==> config.mk <==
export PLATFORM = sky130hd
export DESIGN_NAME = act_interp_scheduler
export DESIGN_NICKNAME = d
export VERILOG_FILES = /design/src/rtl/act_interp_scheduler.sv
export SDC_FILE = /design/constraint.sdc
export NUM_CORES = 1
export LEC_CHECK = 0
export ABC_CLOCK_PERIOD_IN_PS = 15500
export CORE_MARGIN = 3
export CORE_UTILIZATION = 40
export CTS_CLUSTER_DIAMETER = 40
export CTS_CLUSTER_SIZE = 25
export DETAILED_ROUTE_END_ITERATION = 6
export REMOVE_ABC_BUFFERS = 1
export SLEW_MARGIN = 5
export SYNTH_ARGS = -nofsm -noshare
export SYNTH_HDL_FRONTEND = slang
export SYNTH_SLANG_ARGS = --single-unit
export TNS_END_PERCENT = 20
==> constraint.sdc <==
create_clock -name clk -period 15.5 [get_ports clk]
set_clock_uncertainty 0.1 [all_clocks]
set_input_delay 3.1 -clock clk [delete_from_list [all_inputs] [get_ports clk]]
set_output_delay 3.1 -clock clk [all_outputs]
set_load 0.05 [all_outputs]
==> src/rtl/act_interp_scheduler.sv <==
// Shared activation-function lookup/interpolation engine: round-robin arbitration over
// N_REQ requesters, two table-ROM reads per request, linear interpolation, valid/ready response.
module act_interp_scheduler #(
    parameter int unsigned N_REQ     = 4,
    parameter int unsigned ID_W      = 2,
    parameter int unsigned DATA_W    = 8,
    parameter int unsigned FRAC_BITS = 4
) (
    input  logic                          clk,
    input  logic                          rst,
    input  logic [N_REQ-1:0]              req_valid,
    input  logic [N_REQ*DATA_W-1:0]       req_data,
    output logic [N_REQ-1:0]              req_ready,
    output logic                          rom_en,
    output logic [DATA_W-FRAC_BITS-1:0]   rom_addr,
    input  logic [DATA_W-1:0]             rom_data,
    output logic                          resp_valid,
    input  logic                          resp_ready,
    output logic [ID_W-1:0]               resp_id,
    output logic [DATA_W-1:0]             resp_value,
    output logic                          busy
);

    localparam int unsigned IDX_W  = DATA_W - FRAC_BITS;
    localparam int unsigned PROD_W = 2 * DATA_W;
    localparam logic [IDX_W-1:0] IDX_OFS = {1'b1, {(IDX_W-1){1'b0}}};
    localparam logic [IDX_W-1:0] IDX_MAX = {IDX_W{1'b1}};

    typedef enum logic [2:0] {
        S_IDLE,
        S_FETCH_BASE,
        S_FETCH_NEXT,
        S_INTERP,
        S_RESP
    } state_e;

    state_e                    state_q, state_d;
    logic [ID_W-1:0]           rr_ptr_q, rr_ptr_d;
    logic [ID_W-1:0]           id_q, id_d;
    logic [IDX_W-1:0]          idx_q, idx_d;
    logic [FRAC_BITS-1:0]      rem_q, rem_d;
    logic signed [DATA_W-1:0]  base_q, base_d;
    logic [DATA_W-1:0]         val_q, val_d;

    logic                      gnt_found;
    logic [ID_W-1:0]           gnt_id;
    logic [DATA_W-1:0]         sel_x;
    logic [IDX_W-1:0]          next_idx;
    logic signed [DATA_W:0]    diff;
    logic signed [PROD_W-1:0]  prod;
    logic signed [PROD_W-1:0]  base_ext;
    logic signed [PROD_W-1:0]  sum;

    // Round-robin search starting just after the last served requester
    always_comb begin
        int unsigned cand;
        cand      = 0;
        gnt_found = 1'b0;
        gnt_id    = '0;
        for (int unsigned k = 1; k <= N_REQ; k++) begin
            cand = (32'(rr_ptr_q) + k) % N_REQ;
            if (!gnt_found && req_valid[ID_W'(cand)]) begin
                gnt_found = 1'b1;
                gnt_id    = ID_W'(cand);
            end
        end
    end

    always_comb begin
        sel_x = '0;
        for (int unsigned i = 0; i < N_REQ; i++) begin
            if (ID_W'(i) == gnt_id) begin
                sel_x = req_data[i*DATA_W +: DATA_W];
            end
        end
    end

    assign next_idx = (idx_q == IDX_MAX) ? idx_q : idx_q + IDX_W'(1);

    // Interpolation uses the second ROM word straight off the bus during S_INTERP
    assign diff     = $signed({rom_data[DATA_W-1], rom_data}) - $signed({base_q[DATA_W-1], base_q});
    assign prod     = PROD_W'(diff) * $signed({{(PROD_W-FRAC_BITS){1'b0}}, rem_q});
    assign base_ext = PROD_W'(base_q);
    assign sum      = base_ext + (prod >>> FRAC_BITS);

    always_comb begin
        state_d   = state_q;
        rr_ptr_d  = rr_ptr_q;
        id_d      = id_q;
        idx_d     = idx_q;
        rem_d     = rem_q;
        base_d    = base_q;
        val_d     = val_q;
        req_ready = '0;
        rom_en    = 1'b0;
        rom_addr  = '0;
        case (state_q)
            S_IDLE: begin
                if (gnt_found) begin
                    req_ready = N_REQ'(1) << gnt_id;
                    id_d      = gnt_id;
                    rr_ptr_d  = gnt_id;
                    idx_d     = sel_x[DATA_W-1:FRAC_BITS] + IDX_OFS;
                    rem_d     = sel_x[FRAC_BITS-1:0];
                    state_d   = S_FETCH_BASE;
                end
            end
            S_FETCH_BASE: begin
                rom_en   = 1'b1;
                rom_addr = idx_q;
                state_d  = S_FETCH_NEXT;
            end
            S_FETCH_NEXT: begin
                base_d   = rom_data;
                rom_en   = 1'b1;
                rom_addr = next_idx;
                state_d  = S_INTERP;
            end
            S_INTERP: begin
                val_d   = DATA_W'(sum);
                state_d = S_RESP;
            end
            S_RESP: begin
                if (resp_ready) begin
                    state_d = S_IDLE;
                end
            end
            default: state_d = S_IDLE;
        endcase
    end

    always_ff @(posedge clk or posedge rst) begin
        if (rst) begin
            state_q  <= S_IDLE;
            rr_ptr_q <= ID_W'(N_REQ - 1);
            id_q     <= '0;
            idx_q    <= '0;
            rem_q    <= '0;
            base_q   <= '0;
            val_q    <= '0;
        end else begin
            state_q  <= state_d;
            rr_ptr_q <= rr_ptr_d;
            id_q     <= id_d;
            idx_q    <= idx_d;
            rem_q    <= rem_d;
            base_q   <= base_d;
            val_q    <= val_d;
        end
    end

    assign resp_valid = (state_q == S_RESP);
    assign resp_id    = id_q;
    assign resp_value = val_q;
    assign busy       = (state_q != S_IDLE);

endmodule

==> results summary, run 1 <==
The run finished with clean final reports. The worst path arrival time is 8800 ps. The beginning of the worst register-to-register path is base_q[1]. The most frequently used cell type in the post-synthesis netlist is sky130_fd_sc_hd__inv_1. The path type of the worst min-delay path is reg -> reg.

The sink count of the clock tree is 31. The first TritonRoute pass finished after 4 iterations. The routability-driven placement congestion ratio came out at 0.764. The via count of the routed design is 2753. The end of the worst register-to-register path is resp_value[7]. The minimum setup slack after placement came out at 6450 ps. The number of nets in the layout came out at 557.

The detailed-routing wirelength on met1 is 3.19 mm. Hold repair after CTS inserted 0 buffers. The effective utilization at floorplan is 0.413.

The nature of the critical path endpoint is a flip-flop. The maximum buffer depth of the clock tree came out at 2. The accumulated negative setup slack is 0 ps. The part of the Yosys area used for sequential elements came out at 0.228. The sequential cells in the finished layout cover a total of 778 um^2. After the first detailed-routing iteration, the DRC count stood at 55. The max-slew violation count is 0.

The initial antenna violation count came out at 0. The routed length per instance came out at 12.6 um. The floorplan row count is 33. The library cell appearing most often on the critical path is sky130_fd_sc_hd__xnor2_1.

The core region is 8260 um^2. For this block, the routed nets add up to 7.11 mm of wire. The highest metal layer carrying signal wires in the routed design is met4.

The total I/O pin count is 68. The number of buffers inserted by port buffering is 67. The remaining global-route overflow came out at 0.

Yosys mapped a number of flops with a built-in enable equal to 0. The deepest level of the CTS H-tree is 2. The headroom to the max-slew limit came out at 0.642. By area the synthesized netlist is led by sky130_fd_sc_hd__dfrtp_1 21%, sky130_fd_sc_hd__ha_1 13%, sky130_fd_sc_hd__fa_1 10%. The clock tree from TritonCTS is built. The half-perimeter wire length after placement is 5.83 mm. The clock-pin transition on the worst setup and hold timing paths is 60 ps. The measured slew at the worst slew-check pin came out at 536 ps. Across all register-to-register paths, the minimum setup slack is 9470 ps. After detailed routing, the number of remaining DRC violations is 0. Setup violations remaining at the end of the flow were counted as 0. The slack of the critical path came out at 6750 ps. The worst-skew pair later-pin latency came out at 290 ps.

The finished cells cover 4270 um^2. The synthesized instance count came out at 392. STA classifies the critical path startpoint as an input pin. Yosys printed 0 warnings. The placement-stage cell area is 4180 um^2. The clock buffer count from CTS came out at 5. In the synthesized netlist the dominant register cell turns out to be sky130_fd_sc_hd__dfrtp_1.

The cell sitting at the root of the clock tree is a sky130_fd_sc_hd__clkbuf_8. The via count of the first global-routing pass is 2751. The share of synthesized registers carrying an async set or reset is 1.00. The ratio of routed vias to standard cells came out at 4.88.

The maximum number of pins on one net before global-route repair came out at 32. For this run, the slowest stage of the critical path takes 540 ps. The combined area of all synthesized cells is 3410 um^2.

The endpoint required time on the critical path is 15550 ps. The portion of synthesized cell area occupied by the leading cell type is 0.213. The post-route fraction of the period consumed by the critical path is 0.565. Measured in cells, the most critical reg-to-reg path has a length of 28. Relative to the synthesized area, the layout overhead comes to 25.2%. The met2 wire length is 3.31 mm. The most critical setup path has its startpoint at rom_data[0]. The setup path with the least slack is of type in -> reg.

The overall routing resource usage came out at 0.155. The slowest stage of the critical path is the sky130_fd_sc_hd__fa_1 cell. Setup repair after global routing left no endpoint under its margin. The antenna diode instance count is 0. In this run the vertical extent of the chip is 98.3 um. The detail route stage leaves a number of antenna-violating nets equal to 0. The buffer count from post-CTS setup fixing came out at 0. The reported max-cap violation count came out at 0.

The wire length of the first global-routing pass is 12.4 mm. The critical-path maximum fanout is 4. The final hold violation count is 0.

The most critical setup path has its endpoint at resp_value[7]. The share of layout cells above drive strength 1 came out at 0.0719. The chip width is 98.3 um. The area enclosed by the die boundary is 9670 um^2. The post-route minimum period is 8750 ps.

The met3 wire length came out at 545 um. The footprint of the multi-input gates is 2360 um^2. In this run, distinct cell masters in the synthesized netlist total 48. The average instance in the mapped netlist occupies 8.70 um^2.

The post-synthesis register bit count is 31. The largest area contributor in the netlist is sky130_fd_sc_hd__dfrtp_1. By count the netlist is led by 52 x sky130_fd_sc_hd__inv_1, 35 x sky130_fd_sc_hd__ha_1, 31 x sky130_fd_sc_hd__nand2_1.

Static timing analysis puts the maximum clock frequency at 114 MHz. The layout has 816 filler cells. The number of gates resized after CTS was 0.
how the worst min path moves through the flow:
stage,start,end,slack (ps),depth (start not counted)
floorplan,base_q[0],base_q[0],390,1
global route,resp_value[2],resp_value[2],410,2
CTS,resp_value[4],resp_value[4],390,2
finish,resp_value[4],resp_value[4],380,2
global placement,resp_value[4],resp_value[4],370,2
detailed placement,resp_value[4],resp_value[4],380,2
critical path, delay by kind of cell:
kind,cells,cell delay (ps)
adders and majority gates,6,2030
AOI/OAI and AO/OA,9,1150
xor gates and xnor gates,5,970
and+or+nand+nor,5,920
buffers and inverters,4,630
routing by layer:
layer	GRT usage	up-vias
met2	0.250	58
met1	0.197	1256
met5	0	-
met4	0.0347	0
met3	0.0579	7
li1	-	1432
through the flow:
step	hold WS [ps]	util	cells
3_5_place_dp	378	0.506	556
3_3_place_gp	367	0.506	556
4_1_cts	392	0.517	564
2_1_floorplan	392	-	379
5_1_grt	411	0.517	564
6_report	385	0.517	564
layout by cell type, fill, tap and decap left out, types with 2 or more instances in the layout:
cell type / netlist / layout
sky130_fd_sc_hd__clkdlybuf4s50_1: 0 / 67
sky130_fd_sc_hd__mux2i_1: 9 / 9
sky130_fd_sc_hd__o21ai_0: 6 / 6
sky130_fd_sc_hd__inv_1: 52 / 52
sky130_fd_sc_hd__nor3_1: 5 / 5
sky130_fd_sc_hd__a21boi_1: 2 / 2
sky130_fd_sc_hd__ha_1: 35 / 35
sky130_fd_sc_hd__a211oi_2: 6 / 6
sky130_fd_sc_hd__nor2b_1: 14 / 14
sky130_fd_sc_hd__dfstp_2: 2 / 2
sky130_fd_sc_hd__or3_1: 3 / 3
sky130_fd_sc_hd__nand2_1: 31 / 31
sky130_fd_sc_hd__o21bai_1: 4 / 4
sky130_fd_sc_hd__and2b_1: 6 / 6
sky130_fd_sc_hd__nor2_1: 24 / 24
sky130_fd_sc_hd__a21oi_1: 26 / 26
sky130_fd_sc_hd__clkbuf_8: 0 / 6
sky130_fd_sc_hd__fa_1: 17 / 17
sky130_fd_sc_hd__xnor2_1: 18 / 18
sky130_fd_sc_hd__o21a_1: 3 / 3
sky130_fd_sc_hd__nand2b_1: 9 / 9
sky130_fd_sc_hd__a21o_1: 3 / 3
sky130_fd_sc_hd__xor2_1: 7 / 7
sky130_fd_sc_hd__o21ai_1: 20 / 20
sky130_fd_sc_hd__nand3_1: 2 / 2
sky130_fd_sc_hd__nand3b_1: 2 / 2
sky130_fd_sc_hd__buf_4: 1 / 5
sky130_fd_sc_hd__and2_1: 18 / 18
sky130_fd_sc_hd__dfrtp_1: 29 / 29
sky130_fd_sc_hd__mux2_4: 6 / 6
sky130_fd_sc_hd__mux2_2: 3 / 3
sky130_fd_sc_hd__a211oi_1: 4 / 4
registers in the layout (all words and copies together) (netlist names):
| name | count |
|---|---|
| state_q | 3 |
| resp_id | 2 |
| base_q | 8 |
| idx_q | 4 |
| resp_value | 8 |
| rr_ptr_q | 2 |
| rem_q | 4 |
final cells by class:
| cell class | instances | share of cell area |
|---|---|---|
| Multi-Input combinational cell | 296 | 0.554 |
| Sequential cell | 31 | 0.182 |
| Timing Repair Buffer | 72 | 0.166 |
| Inverter | 52 | 0.0457 |
| Tap cell | 105 | 0.0308 |
| Clock buffer | 7 | 0.0202 |
| Clock inverter | 1 | 0.00117 |
logic make-up after synthesis:
family	count (synthesis)	share of synthesized area
muxes	19	0.0661
xor gates and xnor gates	25	0.0642
adders and majority gates	52	0.228
AOI/OAI and AO/OA	83	0.156
and+or+nand+nor	117	0.177
buffers and inverters	65	0.0804
DFF	31	0.228
Power of run 1 is not shown: default switching activity piles up to over one toggle a cycle in this logic, so the estimate is an artifact.
==> run 2, diff against run 1 <==
ABC_CLOCK_PERIOD_IN_PS = 7850   (was 15500)
PLACE_DENSITY = 0.67   (was unset)
clock period = 7.85 ns   (was 15.5 ns; I/O delays follow)
==> run 2 against run 1 <==
Net effect:
- first-iteration DRC count decreased by 44%
- wire length increased by 0.56%
- count of clock-buffer cells in the layout decreased by 1
- final area increased by 0.62%
- critical path depth decreased by 1
- register-to-register slack got worse by 7600 ps
- core utilization increased by 0.32 points
- global-route usage about the same
- non-clock buffer count unchanged
- sequential cell count unchanged
- via count increased by 2.1%
- die area unchanged
- critical path type unchanged
- largest cell class unchanged
==> results summary, run 2 (same netlist as run 1, synthesis figures left out) <==
The area enclosed by the die boundary came out at 9670 um^2. The measured slew at the worst slew-check pin is 540 ps. The worst-skew pair later-pin latency came out at 280 ps. The number of buffers inserted by port buffering is 67. Row generation in the floorplan step produced 33 rows. The initial utilization of the core area, before any placement, comes to 0.413.

In this run the worst path has a maximum fanout of 4. The sequential cell area came out at 778 um^2. The count of TritonRoute iterations in the first routing pass came out at 4. The clock-pin transition on the worst setup and hold timing paths came out at 60 ps.

The total I/O pin count came out at 68. The initial antenna violation count came out at 0. The kind of launch point of the worst setup path is an input pin. The run finished with clean final reports.

The via count of the first global-routing pass came out at 2857. The fmax came out at 139 MHz. The final hold violation count is 0. The maximum number of pins on one net before global-route repair came out at 32. The footprint of the multi-input gates came out at 2360 um^2.

The max-slew violation count is 0. The path type of the worst min-delay path is reg -> reg. The headroom to the max-slew limit is 0.639.

The half-perimeter wire length after placement came out at 5.99 mm. Max-cap violations in this run came to 0. The congestion estimate from routability-driven global placement came to 0.769. The placed cell count is 556. In the global route stage, overall resource usage came out at 0.155. The height of the die is 98.3 um. After layout, the minimum clock period comes to 7190 ps. Summed over all layers, the routed wires come to 7.15 mm. The number of nets in the layout came out at 557.

The antenna diode instance count came out at 0. The clock tree root buffer cell is sky130_fd_sc_hd__clkbuf_8. The area overhead of the layout relative to synthesis came out at 25.9%. The accumulated negative setup slack is 0 ps.

Post-CTS timing repair inserted 0 buffers for setup. The post-cts resize count came out at 0. The sink count of the clock tree is 31. The cts-stage hold buffer count is 0. The clock passes through at most 2 buffers. The critical path is of the in -> reg type. The finished layout holds 564 standard cells, fillers aside. Leaving out fill and tap cells, the most frequent cell in the layout is sky130_fd_sc_hd__clkdlybuf4s50_1.

Setup repair after global routing left no endpoint under its margin. The share of layout cells above drive strength 1 is 0.0741. Data arrives at the worst endpoint at 7230 ps. The minimum setup slack after placement came out at 358 ps. Hold timing on the final database bottoms out at a slack of 387 ps. The number of inserted filler cells in the final layout is 813. After detailed routing, the number of remaining DRC violations is 0. In the routed layout, each cell is associated on average with a via count of 4.98. The nature of the critical path endpoint is a flip-flop. The routed length per instance is 12.7 um.

STA puts the critical path data required time at 7890 ps. The post-route fraction of the period consumed by the critical path came out at 0.916. The top cell types in the final layout, fill and taps aside, are 67 x sky130_fd_sc_hd__clkdlybuf4s50_1, 52 x sky130_fd_sc_hd__inv_1, 35 x sky130_fd_sc_hd__ha_1. The post-route antenna net violation count is 0. The chip width came out at 98.3 um.

The count of final setup violators is 0. The standard cell core area came out at 8260 um^2. The deepest level of the CTS H-tree came out at 2.

The first routing iteration left 31 violations. The slack of the critical path came out at 662 ps. The clock tree from TritonCTS is built. The clock buffer count from CTS is 5. The via count of the routed design came out at 2811. For this run the aggregate overflow at the end of global routing stands at 0.

The first global-routing pass estimated 12.5 mm of wire.
==> run 2: final cells by class <==
type / instances / share of cell area
clock buffer: 6 / 0.0192
multi-input combinational: 296 / 0.550
inverter: 52 / 0.0455
clock inverter: 2 / 0.00816
timing repair buffer: 72 / 0.165
tap: 105 / 0.0306
sequential: 31 / 0.181
==> run 2: stage by stage <==
stage | instance area [um^2] | utilization
2_1_floorplan | 3330 | -
3_3_place_gp | 4180 | 0.506
3_5_place_dp | 4180 | 0.506
4_1_cts | 4290 | 0.520
5_1_grt | 4290 | 0.520
6_report | 4290 | 0.520
==> run 2: path summary, 6_finish.rpt <==
path / startpoint / to / slack [ps] / cells past startpoint
max: rom_data[1] / resp_value[7] / 660 / 28
min: resp_value[4] / resp_value[4] / 390 / 2
max reg2reg: base_q[1] / resp_value[7] / 1880 / 28
min reg2reg: resp_value[4] / resp_value[4] / 390 / 2
max in group asynchronous: rst / rr_ptr_q[0] / 5750 / 3
min in group asynchronous: rst / resp_value[0] / 1570 / 3
==> run 2: metal layers <==
metal | up-vias | GRT usage | part of all wire
li1 | 1426 | - | -
met1 | 1317 | 0.188 | 0.44
met2 | 64 | 0.271 | 0.48
met3 | 4 | 0.0500 | 0.068
met4 | 0 | 0.0252 | 0.0050
met5 | - | 0 | 0
==> run 2: critical path: stages <==
cell,delay [ps]
sky130_fd_sc_hd__clkdlybuf4s50_1,460
sky130_fd_sc_hd__ha_1,300
sky130_fd_sc_hd__nor2b_1,120
sky130_fd_sc_hd__o21ai_1,80
sky130_fd_sc_hd__a21boi_1,210
sky130_fd_sc_hd__o21ai_1,120
sky130_fd_sc_hd__and2_1,180
sky130_fd_sc_hd__xnor2_1,330
sky130_fd_sc_hd__and2_1,190
sky130_fd_sc_hd__ha_1,240
sky130_fd_sc_hd__fa_1,540
sky130_fd_sc_hd__inv_1,60
sky130_fd_sc_hd__fa_1,530
sky130_fd_sc_hd__inv_1,40
sky130_fd_sc_hd__ha_1,190
sky130_fd_sc_hd__or3_1,340
sky130_fd_sc_hd__o21ai_1,210
sky130_fd_sc_hd__o21bai_1,130
sky130_fd_sc_hd__a21oi_1,180
sky130_fd_sc_hd__xnor2_1,140
sky130_fd_sc_hd__ha_1,270
sky130_fd_sc_hd__o21a_1,110
sky130_fd_sc_hd__nor2_1,80
sky130_fd_sc_hd__a21oi_1,50
sky130_fd_sc_hd__xnor2_1,190
sky130_fd_sc_hd__xnor2_1,150
sky130_fd_sc_hd__xnor2_1,140
sky130_fd_sc_hd__o21ai_1,70
Power of run 2 is left out for the same reason.
